===== src/rtl/sdc_drive_arbiter_if.sv =====
// Bus between the four drive requesters, the arbiter and the sd_rw sector engine.
// master = arbiter side, slave = requester / sd_rw side.
interface sdc_drive_arbiter_if #(
  parameter int NDRV = 4
);
  logic [NDRV-1:0]         req_rd;
  logic [NDRV-1:0]         req_wr;
  logic [24*NDRV-1:0]      req_lba;
  logic [32*NDRV-1:0]      drv_base;
  logic [NDRV-1:0]         img_mounted;
  logic [NDRV-1:0]         drv_busy;
  logic [NDRV-1:0]         drv_done;
  logic [NDRV-1:0]         drv_err;
  logic [NDRV-1:0]         drv_data_en;
  logic                    sd_rstart;
  logic                    sd_wstart;
  logic [31:0]             sd_sector;
  logic                    sd_rbusy;
  logic                    sd_rdone;
  logic                    sd_outen;
  logic [$clog2(NDRV)-1:0] grant;

  modport master (
    input  req_rd, req_wr, req_lba, drv_base, img_mounted,
    input  sd_rbusy, sd_rdone, sd_outen,
    output drv_busy, drv_done, drv_err, drv_data_en,
    output sd_rstart, sd_wstart, sd_sector, grant
  );

  modport slave (
    output req_rd, req_wr, req_lba, drv_base, img_mounted,
    output sd_rbusy, sd_rdone, sd_outen,
    input  drv_busy, drv_done, drv_err, drv_data_en,
    input  sd_rstart, sd_wstart, sd_sector, grant
  );
endinterface


===== src/rtl/sdc_drive_arbiter.sv =====
// Shares one sd_rw sector engine between four drives, offsetting each drive's LBA
// by its partition base. Optional watchdog enabled by defining SDC_TIMEOUT_EN.
module sdc_drive_arbiter #(
  parameter int          NDRV    = 4,
  parameter logic [23:0] TIMEOUT = 24'd2000000
) (
  input  logic                clk,
  input  logic                rstn,
  sdc_drive_arbiter_if.master bus
);

  typedef enum logic [2:0] {
    IDLE      = 3'd0,
    ISSUE     = 3'd1,
    WAIT_BUSY = 3'd2,
    WAIT_DONE = 3'd3,
    FINISH    = 3'd4,
    FAIL      = 3'd5,
    FAIL_END  = 3'd6
  } state_t;

  state_t          state_r;
  logic [1:0]      grant_r;
  logic            dir_wr_r;
  logic [31:0]     sector_r;
  logic [NDRV-1:0] busy_r;
  logic [NDRV-1:0] done_r;
  logic [NDRV-1:0] err_r;
  logic            rstart_r;
  logic            wstart_r;
  logic [NDRV-1:0] pend_s;
  logic            any_s;
  logic [1:0]      pick_s;
  logic [1:0]      cand_s;
  logic            tmo_hit_s;

  function automatic logic [3:0] onehot(input logic [1:0] g);
    onehot = 4'b0001 << g;
  endfunction

  assign pend_s = bus.req_rd | bus.req_wr;

  // Round-robin pick starting one past the last grant; the descending scan leaves the nearest hit.
  always_comb begin
    any_s  = 1'b0;
    pick_s = grant_r;
    cand_s = grant_r;
    for (int i = 4; i >= 1; i--) begin
      cand_s = grant_r + 2'(i);
      pick_s = pend_s[cand_s] ? cand_s : pick_s;
      any_s  = any_s | pend_s[cand_s];
    end
  end

`ifdef SDC_TIMEOUT_EN
  logic [23:0] tmo_cnt_r;

  assign tmo_hit_s = (tmo_cnt_r == (TIMEOUT - 24'd1));

  // Watchdog: cleared when the engine is started, counts while waiting on it.
  always_ff @(posedge clk or negedge rstn) begin
    if (!rstn) begin
      tmo_cnt_r <= 24'd0;
    end else if (state_r == ISSUE) begin
      tmo_cnt_r <= 24'd0;
    end else if ((state_r == WAIT_BUSY) || (state_r == WAIT_DONE)) begin
      tmo_cnt_r <= tmo_cnt_r + 24'd1;
    end else begin
      tmo_cnt_r <= tmo_cnt_r;
    end
  end
`else
  logic unused_timeout;

  assign tmo_hit_s      = 1'b0;
  assign unused_timeout = ^TIMEOUT;
`endif

  // Transfer sequencer with registered drive/engine outputs.
  always_ff @(posedge clk or negedge rstn) begin
    if (!rstn) begin
      state_r  <= IDLE;
      grant_r  <= 2'd0;
      dir_wr_r <= 1'b0;
      sector_r <= 32'd0;
      busy_r   <= 4'd0;
      done_r   <= 4'd0;
      err_r    <= 4'd0;
      rstart_r <= 1'b0;
      wstart_r <= 1'b0;
    end else begin
      case (state_r)
        IDLE: begin
          busy_r   <= 4'd0;
          done_r   <= 4'd0;
          err_r    <= 4'd0;
          rstart_r <= 1'b0;
          wstart_r <= 1'b0;
          if (any_s) begin
            grant_r  <= pick_s;
            dir_wr_r <= bus.req_wr[pick_s] & ~bus.req_rd[pick_s];
            sector_r <= bus.drv_base[32*pick_s +: 32] + {8'd0, bus.req_lba[24*pick_s +: 24]};
            state_r  <= bus.img_mounted[pick_s] ? ISSUE : FAIL;
          end else begin
            state_r  <= IDLE;
          end
        end
        ISSUE: begin
          busy_r   <= onehot(grant_r);
          rstart_r <= ~dir_wr_r;
          wstart_r <= dir_wr_r;
          state_r  <= WAIT_BUSY;
        end
        WAIT_BUSY, WAIT_DONE: begin
          rstart_r <= 1'b0;
          wstart_r <= 1'b0;
          // A done seen before busy still completes the transfer.
          if (bus.sd_rdone || tmo_hit_s) begin
            busy_r  <= 4'd0;
            done_r  <= onehot(grant_r);
            err_r   <= bus.sd_rdone ? 4'd0 : onehot(grant_r);
            state_r <= FINISH;
          end else if ((state_r == WAIT_BUSY) && bus.sd_rbusy) begin
            state_r <= WAIT_DONE;
          end else begin
            state_r <= state_r;
          end
        end
        FINISH: begin
          done_r  <= 4'd0;
          err_r   <= 4'd0;
          state_r <= IDLE;
        end
        FAIL: begin
          busy_r  <= onehot(grant_r);
          state_r <= FAIL_END;
        end
        FAIL_END: begin
          busy_r  <= 4'd0;
          done_r  <= onehot(grant_r);
          err_r   <= onehot(grant_r);
          state_r <= FINISH;
        end
        default: begin
          busy_r   <= 4'd0;
          done_r   <= 4'd0;
          err_r    <= 4'd0;
          rstart_r <= 1'b0;
          wstart_r <= 1'b0;
          state_r  <= IDLE;
        end
      endcase
    end
  end

  assign bus.drv_busy    = busy_r;
  assign bus.drv_done    = done_r;
  assign bus.drv_err     = err_r;
  assign bus.drv_data_en = ((state_r == WAIT_DONE) && bus.sd_outen) ? onehot(grant_r) : 4'd0;
  assign bus.sd_rstart   = rstart_r;
  assign bus.sd_wstart   = wstart_r;
  assign bus.sd_sector   = sector_r;
  assign bus.grant       = grant_r;

endmodule


===== src/flat_wrapper.sv =====
// flat-port wrapper written by rule: the top's interface ports become plain ports
module sdc_drive_arbiter_flat 
#(
  parameter int          NDRV    = 4,
  parameter logic [23:0] TIMEOUT = 24'd2000000
)
  (clk, rstn, bus_req_rd, bus_req_wr, bus_req_lba, bus_drv_base, bus_img_mounted, bus_sd_rbusy, bus_sd_rdone, bus_sd_outen, bus_drv_busy, bus_drv_done, bus_drv_err, bus_drv_data_en, bus_sd_rstart, bus_sd_wstart, bus_sd_sector, bus_grant);
  sdc_drive_arbiter_if #(.NDRV(NDRV)) bus_i ();
  input  logic clk;
  input  logic rstn;
  input wire logic [$bits(bus_i.req_rd)-1:0] bus_req_rd;
  input wire logic [$bits(bus_i.req_wr)-1:0] bus_req_wr;
  input wire logic [$bits(bus_i.req_lba)-1:0] bus_req_lba;
  input wire logic [$bits(bus_i.drv_base)-1:0] bus_drv_base;
  input wire logic [$bits(bus_i.img_mounted)-1:0] bus_img_mounted;
  input wire logic [$bits(bus_i.sd_rbusy)-1:0] bus_sd_rbusy;
  input wire logic [$bits(bus_i.sd_rdone)-1:0] bus_sd_rdone;
  input wire logic [$bits(bus_i.sd_outen)-1:0] bus_sd_outen;
  output wire logic [$bits(bus_i.drv_busy)-1:0] bus_drv_busy;
  output wire logic [$bits(bus_i.drv_done)-1:0] bus_drv_done;
  output wire logic [$bits(bus_i.drv_err)-1:0] bus_drv_err;
  output wire logic [$bits(bus_i.drv_data_en)-1:0] bus_drv_data_en;
  output wire logic [$bits(bus_i.sd_rstart)-1:0] bus_sd_rstart;
  output wire logic [$bits(bus_i.sd_wstart)-1:0] bus_sd_wstart;
  output wire logic [$bits(bus_i.sd_sector)-1:0] bus_sd_sector;
  output wire logic [$bits(bus_i.grant)-1:0] bus_grant;
  assign bus_i.req_rd = bus_req_rd;
  assign bus_i.req_wr = bus_req_wr;
  assign bus_i.req_lba = bus_req_lba;
  assign bus_i.drv_base = bus_drv_base;
  assign bus_i.img_mounted = bus_img_mounted;
  assign bus_i.sd_rbusy = bus_sd_rbusy;
  assign bus_i.sd_rdone = bus_sd_rdone;
  assign bus_i.sd_outen = bus_sd_outen;
  assign bus_drv_busy = bus_i.drv_busy;
  assign bus_drv_done = bus_i.drv_done;
  assign bus_drv_err = bus_i.drv_err;
  assign bus_drv_data_en = bus_i.drv_data_en;
  assign bus_sd_rstart = bus_i.sd_rstart;
  assign bus_sd_wstart = bus_i.sd_wstart;
  assign bus_sd_sector = bus_i.sd_sector;
  assign bus_grant = bus_i.grant;
  sdc_drive_arbiter #(.NDRV(NDRV), .TIMEOUT(TIMEOUT)) u_core (.clk(clk), .rstn(rstn), .bus(bus_i));
endmodule

===== config.mk =====
export PLATFORM = sky130hd
export DESIGN_NAME = sdc_drive_arbiter_flat
export DESIGN_NICKNAME = d
export VERILOG_FILES = /design/src/rtl/sdc_drive_arbiter_if.sv /design/src/rtl/sdc_drive_arbiter.sv /design/src/flat_wrapper.sv
export SDC_FILE = /design/constraint.sdc
export NUM_CORES = 1
export LEC_CHECK = 0
export ABC_AREA = 0
export ABC_CLOCK_PERIOD_IN_PS = 6000
export CAP_MARGIN = 20
export CORE_MARGIN = 10
export CORE_UTILIZATION = 41
export DETAILED_ROUTE_END_ITERATION = 8
export GPL_TIMING_DRIVEN = 0
export PLACE_DENSITY = 0.95
export SLEW_MARGIN = 20
export SYNTH_ARGS = -nofsm -noshare
export SYNTH_HDL_FRONTEND = slang
export SYNTH_SLANG_ARGS = --single-unit
export TNS_END_PERCENT = 20

===== constraint.sdc =====
create_clock -name clk -period 6 [get_ports clk]
set_input_delay 0.9 -clock clk [delete_from_list [all_inputs] [get_ports clk]]
set_output_delay 0.9 -clock clk [all_outputs]
set_load 0.01 [all_outputs]

==> results of run 1 <==
logic make-up after synthesis:
logic type / count (synthesis) / share of synthesized area
compound gates: 235 / 0.2831
fa+ha+maj: 29 / 0.06769
buf+inv: 61 / 0.04368
flops: 52 / 0.2378
xor+xnor: 23 / 0.03682
simple gates: 300 / 0.2600
mux: 34 / 0.07089
per-layer routing:
layer | vias up | share of wire | global-route usage
li1 | 3270 | - | -
met1 | 3274 | 0.38 | 0.2990
met2 | 413 | 0.49 | 0.4569
met3 | 54 | 0.10 | 0.07122
met4 | 0 | 0.030 | 0.08254
met5 | - | 0 | 0
critical path, cell delays in order:
cell and delay [ns]:
clkdlybuf4s50_1 0.51, or3b_1 0.44, and3_1 0.22, o311a_1 0.40, a21oi_4 0.30, clkbuf_2 0.35
clkbuf_2 0.32, a211oi_1 0.11, a31oi_1 0.22, ha_1 0.22, fa_1 0.26, a211oi_1 0.10
o21ai_1 0.23, a22oi_2 0.13, o32a_1 0.42, a31oi_4 0.26, nor4b_2 0.32, mux2i_1 0.22
nand2_1 0.06
worst max path at each step:
| stage | start | endpoint | slack (ns) |
|---|---|---|---|
| after detailed placement | bus_req_wr[0] | u_core.bus.sd_sector[30] | -1.00 |
| after global placement | bus_req_wr[0] | u_core.bus.sd_sector[30] | -0.99 |
| after global routing | bus_req_wr[2] | u_core.bus.sd_sector[16] | -0.06 |
| after floorplan | bus_req_wr[0] | u_core.bus.sd_sector[30] | 0.84 |
| final | bus_req_wr[2] | u_core.bus.sd_sector[30] | 0.19 |
| after CTS | bus_req_wr[2] | u_core.bus.sd_sector[28] | 0.003 |
cells in the mapped netlist (8+ instances only):
cell type,number
a211oi_1,55
a21oi_1,27
a22o_1,8
a31oi_1,53
and2_1,56
buf_2,8
clkbuf_1,38
dfrtp_1,52
ha_1,28
inv_1,10
mux2i_1,26
nand2_1,175
nor2_1,11
nor3_1,9
o21ai_0,44
o31ai_1,8
xnor2_1,13
xor2_1,10
state kept, by name, indices dropped and copies added, names as in the netlist:
| signal | flops |
|---|---|
| u_core.bus.drv_done | 4 |
| u_core.dir_wr_r | 1 |
| u_core.bus.drv_busy | 4 |
| u_core.bus.grant | 2 |
| u_core.bus.sd_sector | 32 |
| u_core.bus.drv_err | 4 |
| u_core.bus.sd_wstart | 1 |
| u_core.state_r | 3 |
| u_core.bus.sd_rstart | 1 |
cell usage in the layout (no fill, tap or decap), drive strengths merged, types with 11 or more instances in the layout:
cell type and n:
a211oi 55, a21oi 28, a31oi 53, and2 58, buf 12, clkbuf 42, clkdlybuf4s50 290, dfrtp 52
ha 28, inv 11, mux2i 26, nand2 175, nor2 11, o21ai 46, xnor2 13
final cells by class:
type,instances,area [sq um],area share
Antenna cell,1,2.502,0.0002828
Buffer,48,222.7,0.02517
Clock buffer,5,125.1,0.01414
Clock inverter,3,42.54,0.004808
Inverter,11,41.29,0.004667
Multi-Input combinational cell,621,3981,0.4500
Sequential cell,52,1301,0.1471
Tap cell,176,220.2,0.02489
Timing Repair Buffer,291,2910,0.3289
metrics by stage:
step	hold WS, ns	setup TNS [ns]	area, sq um
5_1_grt	0.5010	-0.09514	8847
3_5_place_dp	0.4697	-10.13	8602
6_report	0.4842	0	8847
3_3_place_gp	0.4610	-9.565	8605
2_1_floorplan	0.4656	0	5472
4_1_cts	0.4847	0	8811
==> reports/summary.txt, run 1 <==
status -> finished clean
Post-Syn Nets -> 1004
Rows -> 42
Ports -> 293
drt first pass iters -> 5
Crit Path Class -> in -> reg
Post-DP HPWL -> 21180 microns
reg-to-reg startpoint -> u_core.bus.grant[0]
H-tree levels -> 2
synth top area cells -> dfrtp_1, nand2_1, a211oi_1
Overflow after GRT -> 0
vias in the first global route -> 7109
final setup vio count -> 0
Port Buffer Count -> 291
die height -> 135.5 microns
TritonCTS clock tree -> built
Core Box Area -> 13140 sq um
Yosys reg bits -> 52
Setup Buffers After CTS -> 0
CP max FO -> 10
R2R cell count -> 18
Post-synth ARST share -> 1.000
Setup crit end kind -> flop
Skew-Pair Late Insertion Delay -> 0.28 ns
GPL Wtd Cong -> 0.9161
pin count of the biggest net entering global routing -> 53
ANT nets after route -> 0
Worst Skew -> 0.006456 ns
Util after Layout -> 0.6734
Vias/cell -> 5.804
hold_buf cts -> 0
critical path required time -> 6.17 ns
synthesis warning total -> 0
post-synthesis sequential area ratio -> 0.2378
DR vias -> 7011
nature of the critical path startpoint -> primary input
Fillers -> 1103
total CTS buffers -> 5
first-pass GRT wire length -> 38250 microns
share of cells above drive strength 1 -> 0.05820
share of the synthesized area in the top cell type -> 0.2378
max-slew headroom at the worst pin -> 0.5534
clock period minus final worst setup slack -> 5.807 ns
Hold Vio Cnt, Final -> 0
DIE WIDTH -> 135.5 microns
Cell Count, Final, Fillers Out -> 1208
Sink Count -> 52
fin. max-slew vios -> 0
initial core utilization -> 0.4165
Setup WS pre-CTS -> -1.001 ns
max frequency -> 0.1722 GHz
Max-Cap Viols -> 0
HP Start -> u_core.bus.sd_sector[4]
area delta synth->final -> 61.70%
drt wl/cell -> 21.13 microns
fin crit share -> 0.9678
initial antenna violation count -> 1
gr usage total -> 0.2601
post-cts sizing count -> 21
Post-synth EDFFs -> 0
Worst R2R End -> u_core.bus.sd_sector[30]
Post-Syn Area -> 5471 sq um
Die ar. -> 18370 sq um
# DRC -> 0
Hold Path Sink -> u_core.bus.sd_sector[4]
DRT iter0 DRCs -> 574
most used flip-flop cell after synthesis -> dfrtp_1
post-layout net count -> 1300
final WL -> 25530 microns
CTS root buffer -> clkbuf_16
Worst Hold Class -> reg -> reg
placed cells -> 1201
Hold Path Depth -> 2
Least-Margin Pin Slew -> 0.6700 ns
crit path DAT -> 5.98 ns
unrepaired setup endpoints after global routing -> yes
final setup margin -> 0.1932 ns
R2R setup slack -> 0.56 ns
cells after synthesis -> 734
CTS clk-pin slew, worst paths -> 0.07 ns
Netlist cell types -> 55
synthesized area per cell -> 7.454 sq um
clock buffer depth -> 2
Synth area leader -> dfrtp_1
Power of run 1 is not shown: default switching activity piles up to over one toggle a cycle in this logic, so the estimate is an artifact.
==> inputs of run 2 (changes only) <==
- ABC_CLOCK_PERIOD_IN_PS: 6000 -> unset
- CTS_BUF_LIST: unset -> sky130_fd_sc_hd__clkbuf_8
==> reports/summary.txt, run 2 (synthesis results as in run 1) <==
Post-DP HPWL -> 21180 microns (unchanged)
Skew-Pair Late Insertion Delay -> 0.31 ns (+0.03 ns)
HP Start -> u_core.bus.sd_sector[16]
die height -> 135.5 microns (unchanged)
Sink Count -> 52 (unchanged)
Ports -> 293 (unchanged)
first-pass GRT wire length -> 38280 microns (about the same)
Hold Vio Cnt, Final -> 0 (unchanged)
CP peak stage delay -> 0.50 ns (about the same)
crit path DAT -> 6.00 ns (+0.02 ns)
Crit Path Class -> in -> reg
Core Box Area -> 13140 sq um (unchanged)
CP max FO -> 10 (unchanged)
initial core utilization -> 0.4165 (unchanged)
Hold Path Depth -> 2 (unchanged)
GPL Wtd Cong -> 0.9161 (unchanged)
Max-Cap Viols -> 0 (unchanged)
reg-to-reg startpoint -> u_core.bus.grant[0]
crit path max-delay cell type -> clkdlybuf4s50_1
clock period minus final worst setup slack -> 5.796 ns (-0.01128 ns)
post-layout net count -> 1300 (unchanged)
area delta synth->final -> 60.62%
DRT iter0 DRCs -> 577 (+0.52%)
DR vias -> 7004 (-0.10%)
CTS clk-pin slew, worst paths -> 0.10 ns (+0.03 ns)
CTS root buffer -> clkbuf_8
Worst Hold Class -> reg -> reg
max-slew headroom at the worst pin -> 0.5512 (-0.002176)
share of cells above drive strength 1 -> 0.05820 (unchanged)
sum of negative setup slack -> 0 ns (unchanged)
R2R setup slack -> 0.54 ns (-0.02 ns)
Vias/cell -> 5.798 (about the same)
drt wl/cell -> 21.17 microns (+0.18%)
fin. max-slew vios -> 0 (unchanged)
TritonCTS clock tree -> built
DIE WIDTH -> 135.5 microns (unchanged)
max frequency -> 0.1725 GHz (+0.19%)
pin count of the biggest net entering global routing -> 53 (unchanged)
commonest non-fill, non-tap cell in the layout -> clkdlybuf4s50_1
status -> finished clean
Overflow after GRT -> 0 (unchanged)
Port Buffer Count -> 291 (unchanged)
Fin Hold WS -> 0.4869 ns (+0.002728 ns)
cell family contributing the most delay on the critical path -> compound AO/OA/AOI/OAI gates
clock buffer depth -> 2 (unchanged)
drt first pass iters -> 7 (+2)
crit path buf inv count -> 3 (unchanged)
initial antenna violation count -> 1 (unchanged)
hold_buf cts -> 0 (unchanged)
worst-path cell chain -> clkdlybuf4s50_1 -> or3b_1 -> and3_1 -> o311a_1 -> a21oi_4 -> clkbuf_2 -> clkbuf_2 -> a211oi_1 -> a31oi_1 -> ha_1 -> fa_1 -> a211oi_1 -> o21ai_1 -> a22oi_2 -> o32a_1 -> a31oi_4 -> nor4b_1 -> nor2_1 -> o31ai_1
final setup vio count -> 0 (unchanged)
# DRC -> 0 (unchanged)
Setup WS pre-CTS -> -1.001 ns (unchanged)
R2R cell count -> 20 (+2)
nature of the critical path startpoint -> primary input
Die ar. -> 18370 sq um (unchanged)
Setup crit end kind -> flop
Rows -> 42 (unchanged)
final WL -> 25580 microns (+0.18%)
Least-Margin Pin Slew -> 0.6732 ns (+0.003263 ns)
leading cell types in the layout, fill and taps excluded -> clkdlybuf4s50_1, nand2_1, and2_1, a211oi_1
Worst Skew -> 0.009622 ns (+0.003166 ns)
H-tree levels -> 2 (unchanged)
Setup Buffers After CTS -> 0 (unchanged)
gr usage total -> 0.2601 (unchanged)
fin crit share -> 0.9659 (-0.001880)
Worst R2R End -> u_core.bus.sd_sector[28]
Hold Path Sink -> u_core.bus.sd_sector[16]
vias in the first global route -> 7099 (-0.14%)
final setup margin -> 0.2044 ns (+0.01128 ns)
ANT nets after route -> 0 (unchanged)
total CTS buffers -> 5 (unchanged)
critical path required time -> 6.20 ns (+0.03 ns)
max reg flops -> 32 (unchanged)
-- run 2: cell types whose count changed in the layout (fill, tap and decap cells not counted) --
cell       change
clkbuf_4       -1
clkbuf_2       +1
clkbuf_8       +5
clkbuf_16      -5
-- run 2: worst register-to-register path, delay by kind of cell (launching register included) --
family                   cells  cell delay [ns]
AO/OA/AOI/OAI               10             2.15
buffers and inverters        5             1.35
adder cells (fa/ha/maj)      3             0.84
flip-flops                   1             0.63
AND/OR/NAND/NOR              2             0.38
-- run 2: timing repair --
action,CTS,global route
pin swaps,0,0
gates resized for setup,19,22
setup endpoints to repair,15,16
-- run 2: per-layer routing --
metal  global-route usage  vias up  routed length, microns
met5                    0        -                       0
met4              0.08732        0                     762
met3              0.07196       50                    2527
met2               0.4558      398                   12550
met1               0.2977     3283                    9735
li1                     -     3273                       -
-- run 2: layout make-up --
class	instances	area [sq um]
tap	176	220.2
antenna	1	2.502
sequential	52	1301
inverter	11	41.29
multi-input combinational	621	3981
clock buffer	5	68.82
timing repair buffer	291	2910
clock inverter	3	42.54
fill	1112	4349
buffer	48	220.2
-- run 2: metrics by stage --
stage               std cells  instance area [sq um]    util
global placement         1201                   8605  0.6550
finish                   1208                   8788  0.6690
floorplan                 734                   5472       -
CTS                      1209                   8748  0.6659
detailed placement       1201                   8602  0.6548
global route             1208                   8788  0.6690
-- run 2: worst max path at each step --
stage	start	depth (start not counted)	slack, ns	end
final	bus_req_wr[2]	19	0.20	u_core.bus.sd_sector[28]
after global routing	bus_req_wr[2]	19	-0.03	u_core.bus.sd_sector[16]
after CTS	bus_req_wr[0]	19	0.002	u_core.bus.sd_sector[30]
after detailed placement	bus_req_wr[0]	20	-1.00	u_core.bus.sd_sector[30]
after global placement	bus_req_wr[0]	20	-0.99	u_core.bus.sd_sector[30]
after floorplan	bus_req_wr[0]	19	0.84	u_core.bus.sd_sector[30]
Power of run 2 is left out for the same reason.
==> inputs of run 3 (changes only) <==
- GPL_ROUTABILITY_DRIVEN: unset -> 0
==> reports/summary.txt, run 3 (synthesis results as in run 1) <==
status -> finished clean
H-tree levels -> 2 (unchanged)
clock buffer depth -> 2 (unchanged)
R2R cell count -> 18 (-10%)
crit path DAT -> 6.03 ns (+0.03 ns)
R2R setup slack -> 0.50 ns (-0.04 ns)
crit path buf inv count -> 4 (+1)
sum of negative setup slack -> 0 ns (unchanged)
drt wl/cell -> 21.28 microns (+0.52%)
Worst Skew -> 0.01436 ns (+0.004741 ns)
max reg flops -> 32 (unchanged)
Die ar. -> 18370 sq um (unchanged)
Crit Path Class -> in -> reg
Port Buffer Count -> 291 (unchanged)
Skew-Pair Late Insertion Delay -> 0.31 ns (about the same)
Max-Cap Viols -> 0 (unchanged)
area delta synth->final -> 61.08%
max frequency -> 0.1713 GHz (-0.72%)
fin. max-slew vios -> 0 (unchanged)
Least-Margin Pin Slew -> 0.7039 ns (+0.03066 ns)
clock period minus final worst setup slack -> 5.837 ns (+0.04187 ns)
ANT nets after route -> 0 (unchanged)
# DRC -> 0 (unchanged)
initial core utilization -> 0.4165 (unchanged)
Sink Count -> 52 (unchanged)
CP max FO -> 10 (unchanged)
Core Box Area -> 13140 sq um (unchanged)
Overflow after GRT -> 0 (unchanged)
die height -> 135.5 microns (unchanged)
post-layout net count -> 1301 (+0.077%)
Multi-input gate area -> 3978 sq um (about the same)
CTS root buffer -> clkbuf_8
TritonCTS clock tree -> built
DR vias -> 7076 (+1.0%)
CP peak stage delay -> 0.50 ns (about the same)
reg-to-reg startpoint -> u_core.bus.grant[0]
first-pass GRT wire length -> 38900 microns (+1.6%)
vias in the first global route -> 7268 (+2.4%)
worst-path cell chain -> clkdlybuf4s50_1 -> or3b_1 -> and3_1 -> o311a_1 -> a21oi_4 -> clkbuf_4 -> buf_4 -> buf_2 -> a31oi_1 -> ha_1 -> and4_1 -> and2_0 -> a22oi_1 -> a21oi_1 -> o21bai_1 -> nor3_1 -> xnor2_1 -> mux2_2
Hold Vio Cnt, Final -> 0 (unchanged)
CP Launch Point -> bus_req_wr[2]
Util after Layout -> 0.6709 (+0.001905)
Worst Hold Class -> reg -> reg
DIE WIDTH -> 135.5 microns (unchanged)
max-slew headroom at the worst pin -> 0.5290 (-0.02217)
Worst R2R End -> u_core.bus.sd_sector[27]
Vias/cell -> 5.848 (+0.86%)
share of cells above drive strength 1 -> 0.05911 (+0.0009126)
CP endpoint -> u_core.bus.sd_sector[27]
crit path max-delay cell type -> o21bai_1
total CTS buffers -> 5 (unchanged)
gr usage total -> 0.2648 (+0.004660)
Post-DP HPWL -> 21080 microns (-0.47%)
final WL -> 25750 microns (+0.69%)
cell family contributing the most delay on the critical path -> compound AO/OA/AOI/OAI gates
commonest non-fill, non-tap cell in the layout -> clkdlybuf4s50_1
CTS clk-pin slew, worst paths -> 0.10 ns (about the same)
unrepaired setup endpoints after global routing -> no
DRT iter0 DRCs -> 636 (+10%)
leading cell types in the layout, fill and taps excluded -> clkdlybuf4s50_1, nand2_1, and2_1, a211oi_1
nature of the critical path startpoint -> primary input
drt first pass iters -> 4 (-3)
critical path required time -> 6.19 ns (about the same)
pin count of the biggest net entering global routing -> 53 (unchanged)
CP Depth -> 18 (-1)
initial antenna violation count -> 2 (+1)
Setup Buffers After CTS -> 0 (unchanged)
fin crit share -> 0.9729 (+0.006978)
Rows -> 42 (unchanged)
Ports -> 293 (unchanged)
Sequential Area -> 1301 sq um (unchanged)
final setup vio count -> 0 (unchanged)
Fillers -> 1078 (-3.1%)
Setup crit end kind -> flop
run 3: stage by stage:
| stage | instances | hold slack (ns) | setup WS, ns | cell area, sq um |
|---|---|---|---|---|
| finish | 1210 | 0.4845 | 0.1626 | 8813 |
| detailed placement | 1201 | 0.4653 | -1.049 | 8602 |
| floorplan | 734 | 0.4656 | 0.8351 | 5472 |
| CTS | 1209 | 0.4873 | 0.03131 | 8761 |
| global placement | 1201 | 0.4614 | -0.9391 | 8605 |
| global route | 1210 | 0.5163 | 0.02544 | 8813 |
run 3: how the worst min path moves through the flow:
stage | start | endpoint | slack, ns | cells past startpoint
finish | u_core.bus.sd_sector[10] | u_core.bus.sd_sector[10] | 0.48 | 2
global route | u_core.bus.sd_sector[23] | u_core.bus.sd_sector[23] | 0.52 | 2
CTS | u_core.bus.sd_sector[18] | u_core.bus.sd_sector[18] | 0.49 | 2
detailed placement | u_core.bus.sd_sector[18] | u_core.bus.sd_sector[18] | 0.47 | 2
global placement | u_core.bus.sd_sector[4] | u_core.bus.sd_sector[4] | 0.46 | 2
floorplan | u_core.dir_wr_r | u_core.dir_wr_r | 0.47 | 2
run 3: final cells by class:
| cell class | instances | share of cell area |
|---|---|---|
| Clock buffer | 6 | 0.009370 |
| Antenna cell | 2 | 0.0005679 |
| Inverter | 11 | 0.004685 |
| Clock inverter | 2 | 0.004401 |
| Timing Repair Buffer | 291 | 0.3302 |
| Tap cell | 176 | 0.02499 |
| Sequential cell | 52 | 0.1476 |
| Multi-Input combinational cell | 621 | 0.4513 |
| Buffer | 49 | 0.02683 |
run 3: per-layer routing:
| layer | share of wire | vias up | GRT usage |
|---|---|---|---|
| met5 | 0 | - | 0 |
| met3 | 0.11 | 57 | 0.07493 |
| met1 | 0.37 | 3316 | 0.2959 |
| li1 | - | 3272 | - |
| met4 | 0.032 | 0 | 0.08792 |
| met2 | 0.49 | 431 | 0.4718 |
run 3: repair_timing:
action                                  CTS  global route
endpoints found under the setup margin   16            14
gates resized for setup                  23            21
pin swaps                                 0             1
hold buffers                              0             0
run 3: worst min-delay path: stages (launching register included):
cell     delay, ns
dfrtp_1       0.35
nand2_1       0.05
o21ai_0       0.06
Power of run 3 is left out for the same reason.
